`config.mk`:
```
export PLATFORM = sky130hd
export DESIGN_NAME = cmd_serializer
export DESIGN_NICKNAME = d
export VERILOG_FILES = /design/src/rtl/cmd_pkg.sv /design/src/rtl/cmd_piso16.sv /design/src/rtl/cmd_serializer.sv
export SDC_FILE = /design/constraint.sdc
export NUM_CORES = 1
export LEC_CHECK = 0
export ABC_CLOCK_PERIOD_IN_PS = 7100
export CORE_MARGIN = 1.5
export CORE_UTILIZATION = 55
export CTS_CLUSTER_DIAMETER = 150
export CTS_CLUSTER_SIZE = 30
export DETAILED_ROUTE_END_ITERATION = 8
export PLACE_DENSITY = 0.79
export SLEW_MARGIN = 20
export SYNTH_ARGS = -nofsm -noshare
export SYNTH_HDL_FRONTEND = slang
export SYNTH_HIERARCHICAL = 1
export SYNTH_SLANG_ARGS = --single-unit
```
`constraint.sdc`:
```
create_clock -name clk160 -period 7.1 [get_ports clk160]
set_clock_uncertainty 0.2 [all_clocks]
set_input_delay 1.065 -clock clk160 [delete_from_list [all_inputs] [get_ports clk160]]
set_output_delay 1.065 -clock clk160 [all_outputs]
set_load 0.005 [all_outputs]
```
`src/rtl/cmd_pkg.sv`:
```
// Shared command-path constants: word width and default SYNC/IDLE patterns.
// Also used by the LFSR generator side, so keep it free of serializer-only detail.
package cmd_pkg;

  localparam int CMD_W = 16;

  localparam logic [CMD_W-1:0] SYNC_WORD_DEF = 16'h817E;
  localparam logic [CMD_W-1:0] IDLE_WORD_DEF = 16'hAAAA;

  // Source of the word loaded at a frame boundary, in priority order.
  typedef enum logic [1:0] {
    SEL_SYNC   = 2'd0,
    SEL_HOLD   = 2'd1,
    SEL_BYPASS = 2'd2,
    SEL_IDLE   = 2'd3
  } word_sel_e;

endpackage

```
`src/rtl/cmd_piso16.sv`:
```
// 16-bit parallel-load shift register, MSB first; loads on the boundary cycle
// (bit_cnt==15) and flags bit 0 of each frame with frame_start.
module cmd_piso16
  import cmd_pkg::*;
(
  input  logic             clk160,
  input  logic             rst,
  input  logic [CMD_W-1:0] load_word,
  output logic             boundary,
  output logic [3:0]       bit_cnt,
  output logic             ser_out,
  output logic             frame_start
);

  logic [CMD_W-1:0] shift_reg;

  assign boundary = (bit_cnt == 4'd15);
  assign ser_out  = shift_reg[CMD_W-1];

  // Reset parks bit_cnt at 15 so the first edge after release is a boundary.
  always_ff @(posedge clk160) begin
    if (rst) begin
      shift_reg   <= '0;
      bit_cnt     <= 4'd15;
      frame_start <= 1'b0;
    end else if (boundary) begin
      shift_reg   <= load_word;
      bit_cnt     <= 4'd0;
      frame_start <= 1'b1;
    end else begin
      shift_reg   <= {shift_reg[CMD_W-2:0], 1'b0};
      bit_cnt     <= bit_cnt + 4'd1;
      frame_start <= 1'b0;
    end
  end

endmodule

```
`src/rtl/cmd_serializer.sv`:
```
// FIFO read-side command serializer: prefetches one word per frame, keeps
// continuous 16-bit framing with IDLE fill and periodic SYNC frames.
module cmd_serializer
  import cmd_pkg::*;
#(
  parameter logic [CMD_W-1:0] SYNC_WORD     = SYNC_WORD_DEF,
  parameter logic [CMD_W-1:0] IDLE_WORD     = IDLE_WORD_DEF,
  parameter int               SYNC_INTERVAL = 32,
  parameter int               PREFETCH_BIT  = 11
) (
  input  logic             clk160,
  input  logic             rst,
  input  logic             cmd_valid,
  input  logic [CMD_W-1:0] cmd_data,
  output logic             rd_cmd,
  output logic             ser_out,
  output logic             frame_start,
  output logic [31:0]      cmd_count,
  output logic             proto_err
);

  localparam int             FW   = (SYNC_INTERVAL > 1) ? $clog2(SYNC_INTERVAL) : 1;
  localparam logic [FW-1:0]  LAST = FW'(SYNC_INTERVAL - 1);

  logic             boundary;
  logic [3:0]       bit_cnt;
  logic [FW-1:0]    frame_cnt;
  logic [CMD_W-1:0] hold_reg;
  logic             hold_valid;
  logic             rd_pending;
  logic             last_frame;
  logic             accept;
  word_sel_e        sel;
  logic [CMD_W-1:0] load_word;

  // The frame after the last one in the interval is always a sync frame.
  assign last_frame = (frame_cnt == LAST);
  assign accept     = cmd_valid & rd_pending & ~hold_valid;

  // No read ahead of a sync frame: the word would have nowhere to go.
  assign rd_cmd = ~rst & (bit_cnt == 4'(PREFETCH_BIT)) & ~hold_valid
                & ~rd_pending & ~last_frame;

  always_comb begin
    sel = SEL_IDLE;
    if (last_frame)      sel = SEL_SYNC;
    else if (hold_valid) sel = SEL_HOLD;
    else if (accept)     sel = SEL_BYPASS;
  end

  always_comb begin
    load_word = IDLE_WORD;
    case (sel)
      SEL_SYNC:   load_word = SYNC_WORD;
      SEL_HOLD:   load_word = hold_reg;
      SEL_BYPASS: load_word = cmd_data;
      default:    load_word = IDLE_WORD;
    endcase
  end

  always_ff @(posedge clk160) begin
    if (rst) begin
      frame_cnt  <= LAST;
      hold_reg   <= '0;
      hold_valid <= 1'b0;
      rd_pending <= 1'b0;
      cmd_count  <= '0;
      proto_err  <= 1'b0;
    end else begin
      if (cmd_valid && !accept) proto_err <= 1'b1;
      if (boundary) begin
        frame_cnt  <= last_frame ? '0 : frame_cnt + 1'b1;
        // Any read still outstanding here is stale; a late word becomes an error.
        rd_pending <= 1'b0;
        if (sel == SEL_HOLD || sel == SEL_BYPASS) cmd_count <= cmd_count + 32'd1;
        if (sel == SEL_HOLD) begin
          hold_valid <= 1'b0;
        end else if (accept && sel == SEL_SYNC) begin
          hold_reg   <= cmd_data;
          hold_valid <= 1'b1;
        end
      end else begin
        if (rd_cmd) rd_pending <= 1'b1;
        if (accept) begin
          hold_reg   <= cmd_data;
          hold_valid <= 1'b1;
          rd_pending <= 1'b0;
        end
      end
    end
  end

  cmd_piso16 u_piso (
    .clk160      (clk160),
    .rst         (rst),
    .load_word   (load_word),
    .boundary    (boundary),
    .bit_cnt     (bit_cnt),
    .ser_out     (ser_out),
    .frame_start (frame_start)
  );

endmodule

```
==> results.yml <==
clock_network:
  ctsHoldBuffers: 0
  cts_tree: "done"
  cts_sinks: 77
  cts.htree.levels: 3
  clk_latency_ns: 0.36
  post_cts_buffers: 0
  clk_pin_slew_ns: 0.08
  cts-buffers-inserted: 9
  cts-resized-gates: 0
  clockRootBuffer: "clkbuf_8"
  cts_buffer_depth: 2
worst_hold_path:
  hold_path_end: "u_piso/shift_reg[8]$_SDFF_PP0_"
  min_path_cells: 2
  holdCritStartpoint: "u_piso/shift_reg[7]$_SDFF_PP0_"
  hold_class: "reg2reg"
place:
  routabilityCongestion: 0.781
  dp.cells: 513
  dpl.hpwl_mm: 5.06
  dp_slack_ns: 2.92
  portBuffers: 54
global_route:
  grt_pass1_wl_mm: 13.0
  grt_start_max_net_pins: 78
  antenna_found_initial: 0
  grt_use_total: 0.224
  grt_overflow: 0
  grt_pass1_vias: 2853
floorplanning:
  core_area_um2: 6310
  ioPinCount: 55
  die_h_um: 83.4
  rows: 29
  die_w_um: 83.4
  die_area_um2: 6960
  initial_core_util: 0.564
detailed_routing:
  vias: 3130
  via_per_inst: 5.92
  first_pass_iters: 4
  routedWlPerCell_um: 14.2
  drc_errors: 0
  postRouteWirelength_mm: 7.52
  first_iter_violations: 176
  antenna_left: 0
cells_and_area:
  finalNetCount: 474
  final_util: 0.679
  drive_gt1_frac: 0.0951
  syn_to_final_growth_pct: 20.4
  n_antenna_cell: 0
  largest_reg_flops: 32
  layout_commonest_cell: "dfxtp_1"
  layout_common_cells: "dfxtp_1 (77), clkdlybuf4s50_1 (53), nand2_1 (48)"
  fin_cells: 529
sta:
  setup_slack_ns: 3.17
  fin_tns_setup_ns: 0
  fmax_mhz: 254
  worst_slew_pin_slew_ns: 0.848
  drv_slew: 0
  slew_headroom: 0.435
  grt_setup_unrepaired: "no"
  period_share: 0.554
  finalSetupViolations: 0
  hold_viol_final: 0
  finalCriticalPeriod_ns: 3.93
critical_path:
  reg2reg_from: "frame_cnt[0]$_SDFFE_PP1P_"
  cp-end-kind: "output pin"
  r2r.worst_path.cells: 10
  cpPeakStageDelay_ns: 0.51
  cp_num_buf_inv: 3
  required_ns: 5.83
  crit_arrival_ns: 2.66
  cp_max_fo: 77
  cpMaxStageDelayCell: "clkdlybuf4s50_1"
  startpoint: "rst"
  r2r-end: "cmd_count[13]$_SDFFE_PP0P_"
  cpLargestDelayFamily: "buffers and inverters"
  worstSetupPathType: "in2out"
  path_cells: "buf_2 > buf_4 > nor4bb_1 > and4b_1 > clkdlybuf4s50_1"
  start_kind: "input port"
  rrSetupSlack_ns: 3.45
pwr:
  p_leak_nw: 1.42
  vdd_drop_max_v: 0.000196
  power_density_nw_per_um2: 273
logic_synthesis:
  synth_area_leaders: "dfxtp_1 (43%), nand2_1 (5.1%), mux2i_1 (4.8%)"
  ys_warn_count: 6
  synth_top_area_cell: "dfxtp_1"
  synth_edf_count: 0
  postSynthAreaPerCell_um2: 8.85
  postSynth.asyncResetShare: 0
  synth.top_cell.area_share: 0.433
  syn_nets: 429
  ys_seq_area_frac: 0.433
  synth_cell_types: 50
  syn_inst: 402
  synth_seq_cells: 77
  synth_ff_type: "dfxtp_1"
  synth_area_um2: 3560
run:
  cap_violations: 0
status:
  status: "finished clean"
==> tightest hold or removal path: stages (launching register included) <==
cell     delay, ns
dfxtp_1       0.31
nand2_1       0.05
a21oi_1       0.05
==> layer usage <==
| layer | global-route usage | share of wire | vias up | routed length (µm) |
|---|---|---|---|---|
| met5 | 0 | 0 | - | 0 |
| met4 | 0.0581 | 0.0098 | 0 | 74 |
| met3 | 0.0606 | 0.042 | 9 | 315 |
| met2 | 0.363 | 0.48 | 75 | 3620 |
| met1 | 0.297 | 0.47 | 1484 | 3510 |
| li1 | - | - | 1562 | - |
==> logic make-up after synthesis <==
group                    synth area share
adder cells (fa/ha/maj)            0.0281
XOR/XNOR                           0.0246
multiplexers                       0.0541
buffers and inverters              0.0422
flip-flops                          0.433
AND/OR/NAND/NOR                     0.252
AO/OA/AOI/OAI                       0.165
==> worst max path at each step <==
stage | end | slack (ns) | depth (start not counted)
after floorplan | cmd_count[30]$_SDFFE_PP0P_ | 3.75 | 8
after global placement | cmd_count[9]$_SDFFE_PP0P_ | 3.01 | 8
after detailed placement | cmd_count[13]$_SDFFE_PP0P_ | 2.92 | 8
after CTS | rd_cmd | 3.14 | 5
after global routing | rd_cmd | 3.03 | 5
final | rd_cmd | 3.17 | 5
==> per-stage QoR <==
stage / instance area [µm²] / power [mW] / hold slack, ns
after global routing: 4290 / 1.24 / 0.268
final: 4290 / 1.17 / 0.245
after detailed placement: 4090 / 0.865 / 0.234
after floorplan: 3560 / 0.782 / 0.222
after global placement: 4090 / 0.860 / 0.232
after CTS: 4280 / 1.17 / 0.246
==> area by class of cell <==
type | count | area (µm²)
Sequential cell | 77 | 1540
Timing Repair Buffer | 55 | 543
Clock inverter | 7 | 60.1
Clock buffer | 9 | 124
Tap cell | 77 | 96.3
Multi-Input combinational cell | 292 | 1870
Inverter | 12 | 46.3
Fill cell | 510 | 2030
==> synth_stat cells, drive strengths merged (4+ instances only) <==
library cell,number
dfxtp,77
nand2,48
nor2,42
a21oi,40
mux2i,17
nand3,15
clkbuf,13
o31ai,13
or4,13
inv,11
buf,8
ha,8
o21ai,8
a22oi,7
nand4,7
xnor2,7
and3,6
nor2b,6
or3,6
a221o,5
o41ai,5
or4b,5
a221oi,4
nor3,4
==> report_power, final <==
group          internal, mW  switching (mW)  total, mW
registers             0.473          0.0251      0.498
logic                 0.147           0.217      0.364
clock network         0.132           0.177      0.309
Power figures use the tool's default switching activity.
